--- src/rtl/latency_aware_write_master_pkg.sv ---
// CSR map, STATUS/CONTROL bit positions and helpers
// shared by the write master and its bench.
package latency_aware_write_master_pkg;

  localparam logic [3:0] CSR_CONTROL = 4'd0;
  localparam logic [3:0] CSR_STATUS  = 4'd1;
  localparam logic [3:0] CSR_ADDR    = 4'd2;
  localparam logic [3:0] CSR_LENGTH  = 4'd3;
  localparam logic [3:0] CSR_DATA    = 4'd4;

  localparam int CTRL_GO    = 0;
  localparam int CTRL_FIXED = 1;

  localparam int ST_DONE  = 0;
  localparam int ST_FULL  = 1;
  localparam int ST_EMPTY = 2;
  localparam int ST_OVF   = 3;

  function automatic logic [31:0] word_align(
    input logic [31:0] v
  );
    return v & ~32'h3;
  endfunction

endpackage

--- src/rtl/latency_aware_write_master_if.sv ---
// Avalon-MM write-only master bus.
// master: address/write/byteenable/writedata out, waitrequest in.
interface latency_aware_write_master_if #(
  parameter int DATAWIDTH       = 32,
  parameter int BYTEENABLEWIDTH = 4,
  parameter int ADDRESSWIDTH    = 32
);
  logic [ADDRESSWIDTH-1:0]    master_address;
  logic                       master_write;
  logic [BYTEENABLEWIDTH-1:0] master_byteenable;
  logic [DATAWIDTH-1:0]       master_writedata;
  logic                       master_waitrequest;

  modport master (
    output master_address,
    output master_write,
    output master_byteenable,
    output master_writedata,
    input  master_waitrequest
  );

  modport slave (
    input  master_address,
    input  master_write,
    input  master_byteenable,
    input  master_writedata,
    output master_waitrequest
  );
endinterface

--- src/rtl/latency_aware_write_master_sync_fifo.sv ---
// Single-clock show-ahead FIFO, sync active-high reset.
// Ports: push/din, pop/dout (head), full, empty, usedw.
module latency_aware_write_master_sync_fifo #(
  parameter int W          = 32,
  parameter int DEPTH      = 32,
  parameter int DEPTH_LOG2 = 5
) (
  input  logic                clk,
  input  logic                reset,
  input  logic                push,
  input  logic [W-1:0]        din,
  input  logic                pop,
  output logic [W-1:0]        dout,
  output logic                full,
  output logic                empty,
  output logic [DEPTH_LOG2:0] usedw
);
  localparam logic [DEPTH_LOG2:0] FULL_CNT =
    (DEPTH_LOG2+1)'(DEPTH);

  logic [W-1:0]          mem [DEPTH];
  logic [DEPTH_LOG2-1:0] wr_ptr;
  logic [DEPTH_LOG2-1:0] rd_ptr;
  logic [DEPTH_LOG2:0]   count;
  logic                  wr_en;
  logic                  rd_en;

  assign full  = (count == FULL_CNT);
  assign empty = (count == '0);
  assign usedw = count;
  assign dout  = mem[rd_ptr];

  // A push into a full FIFO is accepted only when
  // the head leaves on the same edge.
  assign wr_en = push & (~full | pop);
  assign rd_en = pop & ~empty;

  always_ff @(posedge clk) begin
    if (wr_en) mem[wr_ptr] <= din;
  end

  always_ff @(posedge clk) begin
    if (reset) begin
      wr_ptr <= '0;
      rd_ptr <= '0;
      count  <= '0;
    end else begin
      if (wr_en) wr_ptr <= wr_ptr + 1'b1;
      if (rd_en) rd_ptr <= rd_ptr + 1'b1;
      unique case ({wr_en, rd_en})
        2'b10:   count <= count + 1'b1;
        2'b01:   count <= count - 1'b1;
        default: count <= count;
      endcase
    end
  end

endmodule

--- src/rtl/latency_aware_write_master.sv ---
// Avalon-MM write master draining a CSR-filled FIFO.
// Ports: clk, reset, avs_csr_* slave, m (master bus).
module latency_aware_write_master
  import latency_aware_write_master_pkg::*;
#(
  parameter int DATAWIDTH       = 32,
  parameter int BYTEENABLEWIDTH = 4,
  parameter int ADDRESSWIDTH    = 32,
  parameter int FIFODEPTH       = 32,
  parameter int FIFODEPTH_LOG2  = 5
) (
  input  logic        clk,
  input  logic        reset,
  input  logic [3:0]  avs_csr_address,
  input  logic        avs_csr_write,
  input  logic        avs_csr_read,
  input  logic [31:0] avs_csr_writedata,
  output logic [31:0] avs_csr_readdata,
  latency_aware_write_master_if.master m
);
  localparam logic [31:0] LEN_STEP =
    32'(BYTEENABLEWIDTH);
  localparam logic [ADDRESSWIDTH-1:0] ADDR_STEP =
    ADDRESSWIDTH'(BYTEENABLEWIDTH);

  logic [ADDRESSWIDTH-1:0] base_q;
  logic [ADDRESSWIDTH-1:0] addr_q;
  logic [31:0]             len_reg_q;
  logic [31:0]             len_q;
  logic                    fixed_q;
  logic                    ovf_q;

  logic                    busy;
  logic                    go;
  logic                    push;
  logic                    accept;
  logic [31:0]             status;
  logic [31:0]             rd_mux;

  logic [DATAWIDTH-1:0]    fifo_dout;
  logic                    fifo_full;
  logic                    fifo_empty;
  logic [FIFODEPTH_LOG2:0] fifo_usedw;

  assign busy = (len_q != '0);

  // go while busy is dropped entirely, so fixed and
  // overflow are untouched by it too.
  assign go = avs_csr_write
            & (avs_csr_address == CSR_CONTROL)
            & avs_csr_writedata[CTRL_GO]
            & ~busy;

  assign push = avs_csr_write
              & (avs_csr_address == CSR_DATA);

  assign accept = m.master_write
                & ~m.master_waitrequest;

  latency_aware_write_master_sync_fifo #(
    .W          (DATAWIDTH),
    .DEPTH      (FIFODEPTH),
    .DEPTH_LOG2 (FIFODEPTH_LOG2)
  ) u_fifo (
    .clk   (clk),
    .reset (reset),
    .push  (push),
    .din   (avs_csr_writedata[DATAWIDTH-1:0]),
    .pop   (accept),
    .dout  (fifo_dout),
    .full  (fifo_full),
    .empty (fifo_empty),
    .usedw (fifo_usedw)
  );

  assign m.master_address    = addr_q;
  assign m.master_write      = busy & (fifo_usedw != '0);
  assign m.master_byteenable = '1;
  assign m.master_writedata  = fifo_dout;

  always_ff @(posedge clk) begin
    if (reset) begin
      base_q    <= '0;
      addr_q    <= '0;
      len_reg_q <= '0;
      len_q     <= '0;
      fixed_q   <= 1'b0;
      ovf_q     <= 1'b0;
    end else begin
      if (avs_csr_write
          && avs_csr_address == CSR_ADDR)
        base_q <= ADDRESSWIDTH'(
          word_align(avs_csr_writedata));
      if (avs_csr_write
          && avs_csr_address == CSR_LENGTH)
        len_reg_q <= word_align(avs_csr_writedata);
      if (go) begin
        addr_q  <= base_q;
        len_q   <= len_reg_q;
        fixed_q <= avs_csr_writedata[CTRL_FIXED];
        ovf_q   <= 1'b0;
      end else if (accept) begin
        len_q <= len_q - LEN_STEP;
        if (!fixed_q) addr_q <= addr_q + ADDR_STEP;
      end
      if (push && fifo_full && !accept)
        ovf_q <= 1'b1;
    end
  end

  always_comb begin
    status           = '0;
    status[ST_DONE]  = ~busy;
    status[ST_FULL]  = fifo_full;
    status[ST_EMPTY] = fifo_empty;
    status[ST_OVF]   = ovf_q;
  end

  always_comb begin
    rd_mux = '0;
    unique case (1'b1)
      (avs_csr_address == CSR_STATUS): rd_mux = status;
      (avs_csr_address == CSR_ADDR):   rd_mux = 32'(base_q);
      (avs_csr_address == CSR_LENGTH): rd_mux = len_reg_q;
      default: rd_mux = '0;
    endcase
  end

  always_ff @(posedge clk) begin
    if (reset)             avs_csr_readdata <= '0;
    else if (avs_csr_read) avs_csr_readdata <= rd_mux;
  end

endmodule

--- src/flat_wrapper.sv ---
// flat-port wrapper written by rule: the top's interface ports become plain ports
module latency_aware_write_master_flat import latency_aware_write_master_pkg::*;
#(
  parameter int DATAWIDTH       = 32,
  parameter int BYTEENABLEWIDTH = 4,
  parameter int ADDRESSWIDTH    = 32,
  parameter int FIFODEPTH       = 32,
  parameter int FIFODEPTH_LOG2  = 5
)
  (clk, reset, avs_csr_address, avs_csr_write, avs_csr_read, avs_csr_writedata, avs_csr_readdata, m_master_address, m_master_write, m_master_byteenable, m_master_writedata, m_master_waitrequest);
  latency_aware_write_master_if #(.DATAWIDTH(DATAWIDTH), .BYTEENABLEWIDTH(BYTEENABLEWIDTH), .ADDRESSWIDTH(ADDRESSWIDTH)) m_i ();
  input  logic clk;
  input  logic reset;
  input  logic [3:0] avs_csr_address;
  input  logic avs_csr_write;
  input  logic avs_csr_read;
  input  logic [31:0] avs_csr_writedata;
  output logic [31:0] avs_csr_readdata;
  output wire logic [$bits(m_i.master_address)-1:0] m_master_address;
  output wire logic [$bits(m_i.master_write)-1:0] m_master_write;
  output wire logic [$bits(m_i.master_byteenable)-1:0] m_master_byteenable;
  output wire logic [$bits(m_i.master_writedata)-1:0] m_master_writedata;
  input wire logic [$bits(m_i.master_waitrequest)-1:0] m_master_waitrequest;
  assign m_master_address = m_i.master_address;
  assign m_master_write = m_i.master_write;
  assign m_master_byteenable = m_i.master_byteenable;
  assign m_master_writedata = m_i.master_writedata;
  assign m_i.master_waitrequest = m_master_waitrequest;
  latency_aware_write_master #(.DATAWIDTH(DATAWIDTH), .BYTEENABLEWIDTH(BYTEENABLEWIDTH), .ADDRESSWIDTH(ADDRESSWIDTH), .FIFODEPTH(FIFODEPTH), .FIFODEPTH_LOG2(FIFODEPTH_LOG2)) u_core (.clk(clk), .reset(reset), .avs_csr_address(avs_csr_address), .avs_csr_write(avs_csr_write), .avs_csr_read(avs_csr_read), .avs_csr_writedata(avs_csr_writedata), .avs_csr_readdata(avs_csr_readdata), .m(m_i));
endmodule
--- config.mk ---
export PLATFORM = sky130hd
export DESIGN_NAME = latency_aware_write_master_flat
export DESIGN_NICKNAME = d
export VERILOG_FILES = /design/src/rtl/latency_aware_write_master_pkg.sv /design/src/rtl/latency_aware_write_master_if.sv /design/src/rtl/latency_aware_write_master_sync_fifo.sv /design/src/rtl/latency_aware_write_master.sv /design/src/flat_wrapper.sv
export SDC_FILE = /design/constraint.sdc
export NUM_CORES = 1
export LEC_CHECK = 0
export ABC_AREA = 1
export CAP_MARGIN = 0
export CORE_ASPECT_RATIO = 1.75
export CORE_MARGIN = 10
export CORE_UTILIZATION = 30
export CTS_BUF_LIST = sky130_fd_sc_hd__clkbuf_16
export DETAILED_ROUTE_END_ITERATION = 8
export HOLD_SLACK_MARGIN = 0.15
export MAX_ROUTING_LAYER = met4
export PLACE_DENSITY = 0.47
export SYNTH_ARGS = -nofsm -noshare
export SYNTH_HDL_FRONTEND = slang
export SYNTH_SLANG_ARGS = --single-unit
--- constraint.sdc ---
create_clock -name clk -period 9.37 [get_ports clk]
set_clock_uncertainty 0.15 [all_clocks]
set_input_delay 1.4055 -clock clk [delete_from_list [all_inputs] [get_ports clk]]
set_output_delay 1.4055 -clock clk [all_outputs]
set_load 0.02 [all_outputs]
==> results of run 1 <==
[metal layers]
layer  track usage  up-vias  part of all wire
met5             -        -                 0
met4        0.0653        0             0.036
met3        0.0212      248             0.045
met2         0.316      960              0.52
met1         0.209    17217              0.40
li1              -    15541                 -
[how the worst max path moves through the flow]
stage	from	to	slack, ps
2_1_floorplan	avs_csr_address[1]	u_core.u_fifo.mem[3][0]$_DFFE_PP_	4360
3_3_place_gp	register	m_master_writedata[25]	3690
3_5_place_dp	avs_csr_address[1]	u_core.u_fifo.mem[14][15]$_DFFE_PP_	3740
4_1_cts	register	m_master_writedata[11]	2930
5_1_grt	register	m_master_writedata[25]	2740
6_report	register	m_master_writedata[9]	3040
[cell families (layout without fill, tap and decap cells)]
| group | count (synthesis) | in the layout |
|---|---|---|
| other | 2 | 9 |
| DFF | 1199 | 1199 |
| and+or+nand+nor | 1476 | 1476 |
| adders and majority gates | 10 | 10 |
| buffers and inverters | 461 | 607 |
| xor gates and xnor gates | 50 | 50 |
| AOI/OAI and AO/OA | 1104 | 1104 |
[sequential cells by signal, summed over array words and instances (netlist names), named ones only]
register / count
u_core.u_fifo.usedw: 6
u_core.u_fifo.rd_ptr: 5
u_core.fixed_q: 1
u_core.len_reg_q: 30
u_core.avs_csr_readdata: 32
u_core.ovf_q: 1
u_core.u_fifo.mem: 1024
u_core.m.master_address: 30
u_core.base_q: 30
u_core.len_q: 30
u_core.u_fifo.wr_ptr: 5
[layout make-up]
cell class | instances | area [um^2]
sequential | 1199 | 34300
inverter | 168 | 652
clock buffer | 114 | 2850
fill | 16175 | 106000
multi-input combinational | 2646 | 13100
antenna | 3 | 7.51
timing repair buffer | 226 | 2100
clock inverter | 99 | 783
tap | 2178 | 2730
[worst max-delay path, stage by stage (launching register included)]
cell	delay, ps
dfxtp_4	750
buf_12	590
buf_12	510
o21ai_0	210
o221ai_1	340
nand3_1	170
nand3_1	110
and2_1	230
clkdlybuf4s50_1	650
[where the power goes]
group | switching [mW] | internal, mW
Clock | 2.10 | 2.49
Combinational | 2.43 | 1.11
Sequential | 0.171 | 5.88
Total | 4.70 | 9.48
[cells in the final DEF, fill, tap and decap left out, types with 84 or more instances in the layout]
master           netlist  layout
a21oi_1              146     146
buf_4                  9      85
clkbuf_16              0     114
clkdlybuf4s50_1        0     133
dfxtp_1              175     170
edfxtp_1            1024    1024
inv_1                162     188
nand2_1              499     499
nand3_1              187     185
nor2_1               744     714
o21ai_0              635     635
o221ai_1             195     195
o22ai_1               84      84
[through the flow]
step,hold WS (ps),total power [mW],util
final,316,14.2,0.348
after global routing,333,14.9,0.348
after CTS,319,14.3,0.348
after detailed placement,309,9.75,0.325
after global placement,305,9.73,0.325
after floorplan,292,8.47,-
==> results.py, run 1 <==
metrics = {
    "run_status": {
        "status": "complete, no violations",
    },
    "synthesis": {
        "synth_fa_ha_area_frac": 0.00256,
        "synth_top_family_by_area": "compound AO/OA/AOI/OAI gates",
        "yosysMostFrequentCell": "edfxtp_1",
        "ys_ff_latch": 1199,
        "synth_warnings": 0,
        "ys_seq_area_frac": 0.700,
        "synthSimpleGateAreaFrac": 0.121,
        "synthFlopType": "edfxtp_1",
        "synth-xor-area-share": 0.00894,
        "ys_top_cells_by_area": "edfxtp_1, dfxtp_1, o21ai_0, nor2_1, nand2_1",
        "synth-edff-count": 1024,
        "synth_cell_types": 39,
        "async_flop_share": 0,
        "synthTopCellsByCount": "edfxtp_1, nor2_1, o21ai_0, nand2_1, clkbuf_1",
        "synthCells": 4302,
        "avgSynthCellArea_um2": 11.4,
        "synth-compound-area-share": 0.130,
        "synth.mux.area_fraction": 0,
        "synth_largest_area_cell": "edfxtp_1",
        "netlist_area_mm2": 0.0490,
        "synth_top_area_share": 0.628,
    },
    "routing": {
        "drt_wl_total_um": 164000,
        "drtIter0Drc": 2674,
        "route.detailed.drc": 0,
        "dr.pass1.iters": 5,
        "antenna_left": 0,
        "vias": 33966,
        "vias_per_cell": 5.12,
        "wl_per_cell_um": 24.7,
    },
    "floorplanning": {
        "start_util": 0.301,
        "ioPinCount": 142,
        "rows": 196,
        "dieArea_mm2": 0.180,
        "core_mm2": 0.163,
        "die-width_um": 325,
        "die_h_um": 554,
    },
    "worst_setup_path": {
        "reg2reg_depth": 15,
        "worstPathMaxFanout": 211,
        "crit-reg2reg-launch": "u_core.len_q[2]$_SDFFE_PP0N_",
        "path_class": "reg2out",
        "required_ps": 7810,
        "crit_arrival_ps": 4780,
        "timing.rr.end": "u_core.u_fifo.mem[14][11]$_DFFE_PP_",
        "crit_path_start_kind": "register",
        "endpoint_kind": "output port",
        "r2r_setup_slack_ps": 5190,
    },
    "sta": {
        "slew_violations": 0,
        "setup-violations-final": 0,
        "fmax_mhz": 158,
        "slew_headroom": 0.259,
        "fin_tns_setup_ps": 0,
        "finalHoldViolations": 0,
        "layout_setup_ws_ps": 3040,
        "worstMarginPinSlew_ps": 1110,
        "rsz0062_at_grt": "false",
        "period_needed_ps": 6330,
        "fin_crit_sh": 0.676,
    },
    "global_route": {
        "grt_pass1_vias": 33561,
        "grt_max_degree": 212,
        "antenna_found_initial": 6,
        "overflow": 0,
        "grt_use_total": 0.180,
        "grt_pass1_wl_um": 235000,
    },
    "worst_hold_path": {
        "min_to": "u_core.avs_csr_readdata[24]$_SDFFE_PP0P_",
        "hold_depth": 2,
        "hold_start": "u_core.avs_csr_readdata[24]$_SDFFE_PP0P_",
        "min_path_type": "reg2reg",
    },
    "clock_tree": {
        "cts_sinks": 1199,
        "htree_levels": 3,
        "ctsResizeCount": 0,
        "clockRootBuffer": "clkbuf_16",
        "cts_setup_buffers": 0,
        "clk_pin_slew_ps": 60,
        "cts_tree": "done",
        "ctsLongestPathBuffers": 3,
        "cts_hold_buf": 0,
        "cts_buffers": 112,
        "clkLatencyLatePin_ps": 730,
    },
    "job": {
        "max-cap-violations": 0,
    },
    "place": {
        "port_buffers": 135,
        "gp_congestion": 0.859,
        "dp.final_hpwl_um": 91600,
        "pre_cts_ws_ps": 3740,
        "dpl_cell_area_mm2": 0.0529,
        "placed_cells": 6417,
    },
    "cells_and_area": {
        "area_growth_pct": 15.4,
        "final_area_mm2": 0.0565,
        "layoutNonFillerInstCount": 6633,
        "drive_gt1_frac": 0.0746,
        "nNetsFinal": 4404,
    },
    "pwr": {
        "powerDensity_mw_per_mm2": 251,
        "power_leakage_nw": 18.5,
        "peakVddDrop_mv": 0.188,
    },
}
(Power assumes the default switching activity.)
==> run 2, diff against run 1 <==
--- a/config.mk
+++ b/config.mk
@@ -14,7 +14,7 @@
 export DETAILED_ROUTE_END_ITERATION = 8
 export HOLD_SLACK_MARGIN = 0.15
 export MAX_ROUTING_LAYER = met4
-export PLACE_DENSITY = 0.47
+export PLACE_DENSITY = 0.48
 export SYNTH_ARGS = -nofsm -noshare
 export SYNTH_HDL_FRONTEND = slang
 export SYNTH_SLANG_ARGS = --single-unit
==> constraint.sdc (replaced) <==
create_clock -name clk -period 5.7 [get_ports clk]
set_clock_uncertainty 0.15 [all_clocks]
set_input_delay 0.855 -clock clk [delete_from_list [all_inputs] [get_ports clk]]
set_output_delay 0.855 -clock clk [all_outputs]
set_load 0.02 [all_outputs]
==> results.py, run 2 (synthesis gave the netlist of run 1 again) <==
metrics = {
    "clock_tree": {
        "htree_levels": 3,
        "cts_setup_buffers": 0,
        "ctsLongestPathBuffers": 3,
        "cts_hold_buf": 0,
        "cts_sinks": 1199,
        "clk_pin_slew_ps": 70,
        "clkLatencyLatePin_ps": 730,
        "cts_buffers": 109,
        "cts_tree": "done",
        "ctsResizeCount": 0,
        "clockRootBuffer": "clkbuf_16",
    },
    "sta": {
        "layout_setup_ws_ps": 1010,
        "setup-violations-final": 0,
        "period_needed_ps": 4690,
        "rsz0062_at_grt": "false",
        "slew_headroom": 0.205,
        "worstMarginPinSlew_ps": 1190,
        "slew_violations": 0,
        "fin_crit_sh": 0.822,
        "fin_tns_setup_ps": 0,
        "fmax_mhz": 213,
        "finalHoldViolations": 0,
    },
    "pwr": {
        "peakVddDrop_mv": 0.261,
        "powerDensity_mw_per_mm2": 407,
        "power_leakage_nw": 18.7,
    },
    "worst_setup_path": {
        "path_class": "reg2out",
        "max_stage_delay_ps": 620,
        "cp_cell_sequence": "inv_6, buf_12, buf_12, o21ai_0, o221ai_1, nand3_1, nand3_1, and2_1, clkdlybuf4s50_1",
        "crit_path_start_kind": "register",
        "endpoint_kind": "output port",
        "crit_arrival_ps": 3680,
        "required_ps": 4700,
        "cp_slowest_cell": "clkdlybuf4s50_1",
        "worstPathMaxFanout": 75,
    },
    "global_route": {
        "antenna_found_initial": 1,
        "grt_pass1_wl_um": 239000,
        "grt_max_degree": 117,
        "grt_use_total": 0.182,
        "grt_pass1_vias": 34248,
        "overflow": 0,
    },
    "place": {
        "gp_congestion": 0.845,
        "dpl_cell_area_mm2": 0.0536,
        "pre_cts_ws_ps": 1340,
        "port_buffers": 135,
        "placed_cells": 6463,
        "dp.final_hpwl_um": 95700,
    },
    "job": {
        "max-cap-violations": 0,
    },
    "cells_and_area": {
        "largestRegisters": "u_core.u_fifo.mem (1024), u_core.avs_csr_readdata (32)",
        "mostFrequentLayoutCell": "edfxtp_1",
        "nNetsFinal": 4447,
        "largest_register": "u_core.u_fifo.mem",
        "drive_gt1_frac": 0.0798,
        "largest_reg_flops": 1024,
        "final_area_mm2": 0.0571,
        "area_growth_pct": 16.6,
        "layoutNonFillerInstCount": 6664,
        "fillers": 15938,
        "final_cell_mix": "edfxtp_1, nor2_1, o21ai_0, nand2_1, o221ai_1",
    },
    "floorplanning": {
        "ioPinCount": 142,
        "core_mm2": 0.163,
        "rows": 196,
        "die-width_um": 325,
        "start_util": 0.301,
        "dieArea_mm2": 0.180,
        "die_h_um": 554,
    },
    "routing": {
        "antenna_left": 0,
        "vias": 34128,
        "vias_per_cell": 5.12,
        "drt_wl_total_um": 165000,
        "drtIter0Drc": 2763,
        "dr.pass1.iters": 5,
        "route.detailed.drc": 0,
        "wl_per_cell_um": 24.8,
    },
    "run_status": {
        "status": "complete, no violations",
    },
    "worst_hold_path": {
        "min_path_type": "reg2reg",
    },
}
## run 2: cell types whose count changed in the layout (fill, tap and decap cells not counted), sizes merged
cell,delta
buf,+46
inv,-11
clkbuf,-4
clkinv,+3
diode,-2
bufinv,-1
## run 2: layout make-up
type | instances | area [um^2] | area share
timing repair buffer | 272 | 2870 | 0.0503
multi-input combinational | 2646 | 13100 | 0.230
clock inverter | 90 | 717 | 0.0126
sequential | 1199 | 34300 | 0.600
inverter | 168 | 652 | 0.0114
clock buffer | 110 | 2750 | 0.0482
antenna | 1 | 2.50 | 0.0000438
tap | 2178 | 2730 | 0.0477
## run 2: routing by layer
layer	up-vias	share of wire	track usage
met4	0	0.030	0.0557
met2	897	0.53	0.335
li1	15614	-	-
met1	17382	0.40	0.206
met5	-	0	-
met3	235	0.039	0.0206
## run 2: worst max-delay path: cells and delay by family (launching register included)
kind,cells,cell delay (ps)
and+or+nand+nor,3,590
DFF,1,380
AOI/OAI and AO/OA,2,280
buffers and inverters,4,1630
## run 2: worst paths after layout
kind / startpoint / end / slack [ps] / cells after the start
worst max-delay path: register / m_master_writedata[10] / 1010 / 9
worst min-delay path: u_core.avs_csr_readdata[20]$_SDFFE_PP0P_ / u_core.avs_csr_readdata[20]$_SDFFE_PP0P_ / 320 / 2
worst max register to register: u_core.len_q[2]$_SDFFE_PP0N_ / u_core.u_fifo.usedw[4]$_SDFFE_PP0P_ / 2050 / 19
worst min register to register: u_core.avs_csr_readdata[20]$_SDFFE_PP0P_ / u_core.avs_csr_readdata[20]$_SDFFE_PP0P_ / 320 / 2
## run 2: stage by stage
step / hold slack [ps] / utilization / total power, mW
after global routing: 337 / 0.351 / 24.5
after CTS: 320 / 0.351 / 23.5
after detailed placement: 307 / 0.330 / 16.2
final: 319 / 0.351 / 23.3
after global placement: 305 / 0.330 / 16.2
after floorplan: 292 / - / 13.9
## run 2: power by group
group	leakage [nW]	internal, mW	switching, mW
Clock	1.77	3.92	3.39
Combinational	6.31	1.97	4.06
Sequential	10.6	9.67	0.251
==> run 3, diff against run 2 <==
--- a/config.mk
+++ b/config.mk
@@ -14,7 +14,7 @@
 export DETAILED_ROUTE_END_ITERATION = 8
 export HOLD_SLACK_MARGIN = 0.15
 export MAX_ROUTING_LAYER = met4
-export PLACE_DENSITY = 0.48
+export PLACE_DENSITY = 0.47
 export SYNTH_ARGS = -nofsm -noshare
 export SYNTH_HDL_FRONTEND = slang
 export SYNTH_SLANG_ARGS = --single-unit
==> constraint.sdc (replaced) <==
create_clock -name clk -period 4.5 [get_ports clk]
set_clock_uncertainty 0.15 [all_clocks]
set_input_delay 0.675 -clock clk [delete_from_list [all_inputs] [get_ports clk]]
set_output_delay 0.675 -clock clk [all_outputs]
set_load 0.02 [all_outputs]
==> results.py, run 3 (synthesis gave the netlist of run 1 again) <==
metrics = {
    "run_status": {
        "status": "complete, no violations",
    },
    "cells_and_area": {
        "nNetsFinal": 4489,
        "final_cell_mix": "edfxtp_1, nor2_1, o21ai_0, nand2_1, o221ai_1",
        "largest_register": "u_core.u_fifo.mem",
        "mostFrequentLayoutCell": "edfxtp_1",
        "area_growth_pct": 17.6,
        "drive_gt1_frac": 0.0953,
        "final_area_mm2": 0.0576,
        "largest_reg_flops": 1024,
        "largestRegisters": "u_core.u_fifo.mem (1024), u_core.avs_csr_readdata (32)",
    },
    "sta": {
        "setup-violations-final": 0,
        "slew_violations": 0,
        "rsz0062_at_grt": "true",
        "worstMarginPinSlew_ps": 1250,
        "fin_crit_sh": 0.960,
        "finalHoldViolations": 0,
        "period_needed_ps": 4320,
        "fmax_mhz": 231,
        "slew_headroom": 0.163,
    },
    "floorplanning": {
        "core_mm2": 0.163,
        "die-width_um": 325,
        "rows": 196,
        "die_h_um": 554,
        "start_util": 0.301,
        "ioPinCount": 142,
        "dieArea_mm2": 0.180,
    },
    "clock_tree": {
        "cts_hold_buf": 0,
        "cts_tree": "done",
        "cts_setup_buffers": 0,
        "ctsLongestPathBuffers": 3,
        "clk_pin_slew_ps": 70,
        "cts_buffers": 112,
        "clockRootBuffer": "clkbuf_16",
        "htree_levels": 3,
        "cts_sinks": 1199,
        "clkLatencyLatePin_ps": 760,
    },
    "pwr": {
        "clkPwrFrac": 0.318,
        "power_frac_seq": 0.420,
        "peakVddDrop_mv": 0.291,
        "pwr-share-comb": 0.262,
        "power_leakage_nw": 19.1,
        "p_sw_mw": 9.95,
        "powerDensity_mw_per_mm2": 519,
        "internal-power_mw": 19.9,
        "p_total_mw": 29.9,
        "p_sw_frac": 0.333,
    },
    "worst_hold_path": {
        "min_path_type": "reg2reg",
    },
    "routing": {
        "drt_wl_total_um": 168000,
        "wl_per_cell_um": 25.0,
        "antenna_left": 0,
        "dr.pass1.iters": 6,
        "vias": 34082,
        "route.detailed.drc": 0,
        "drtIter0Drc": 2480,
        "vias_per_cell": 5.08,
    },
    "job": {
        "max-cap-violations": 0,
    },
    "place": {
        "port_buffers": 135,
        "dp.final_hpwl_um": 102000,
        "dpl_cell_area_mm2": 0.0539,
        "gp_congestion": 0.837,
    },
    "global_route": {
        "grt_use_total": 0.185,
        "grt_max_degree": 164,
        "grt_pass1_vias": 33972,
        "antenna_found_initial": 4,
        "grt_pass1_wl_um": 241000,
        "overflow": 0,
    },
    "worst_setup_path": {
        "crit_arrival_ps": 3500,
        "required_ps": 3670,
        "path_class": "reg2out",
        "worstPathMaxFanout": 43,
        "endpoint_kind": "output port",
        "crit_path_start_kind": "register",
    },
}
==> run 3: critical path, cell delays in order, from the launching register on <==
cell,delay [ps]
dfxtp_4,510
buf_12,240
buf_4,270
buf_12,250
o21ai_0,140
o22ai_1,170
o21ai_0,90
o21ai_1,180
nand2_1,90
nand2_1,150
clkdlybuf4s50_1,630
==> run 3: cell type report <==
class	instances	area (um^2)
Antenna cell	2	5.00
Clock buffer	113	2830
Clock inverter	94	787
Fill cell	16005	105000
Inverter	168	657
Multi-Input combinational cell	2646	13100
Sequential cell	1199	34300
Tap cell	2178	2730
Timing Repair Buffer	311	3190
==> run 3: final timing paths <==
path                                            start  slack, ps  cells past startpoint                                  endpoint
min          u_core.avs_csr_readdata[26]$_SDFFE_PP0P_        320                      2  u_core.avs_csr_readdata[26]$_SDFFE_PP0P_
min reg2reg  u_core.avs_csr_readdata[26]$_SDFFE_PP0P_        320                      2  u_core.avs_csr_readdata[26]$_SDFFE_PP0P_
max reg2reg              u_core.len_q[2]$_SDFFE_PP0N_       1020                     14        u_core.u_fifo.mem[17][3]$_DFFE_PP_
max                                          register        180                     10                    m_master_writedata[27]
==> run 3: repair_timing <==
item / 4_1_cts / 5_1_grt
gates cloned: 0 / 1
pin swaps: 0 / 0
endpoints found under the setup margin: 4 / 15
resized for setup: 5 / 15
==> run 3: stage by stage <==
step                      hold slack, ps  utilization  worst slack (ps)  cells  setup TNS (ps)
after floorplan                      292            -               222   4306               0
after global placement               302        0.331               679   6501               0
after detailed placement             309        0.331               673   6501               0
after CTS                            277        0.354              4.32   6708               0
after global routing                 343        0.354             -5.19   6710           -9.68
final                                318        0.354               178   6711               0
==> run 3: power by group through the flow <==
stage                     combinational (mW)  sequential [mW]  clock [mW]
after global placement                  7.84             12.8           0
final                                   7.83             12.5        9.50
after detailed placement                7.86             12.8           0
after floorplan                         4.89             12.8           0
after CTS                               7.91             12.5        9.71
after global routing                    8.70             12.6        10.1
==> run 3: metal layers <==
metal / track usage / vias to the layer above / part of all wire
li1: - / 15709 / -
met1: 0.205 / 17241 / 0.39
met2: 0.341 / 885 / 0.54
met3: 0.0223 / 247 / 0.040
met4: 0.0583 / 0 / 0.030
met5: - / - / 0
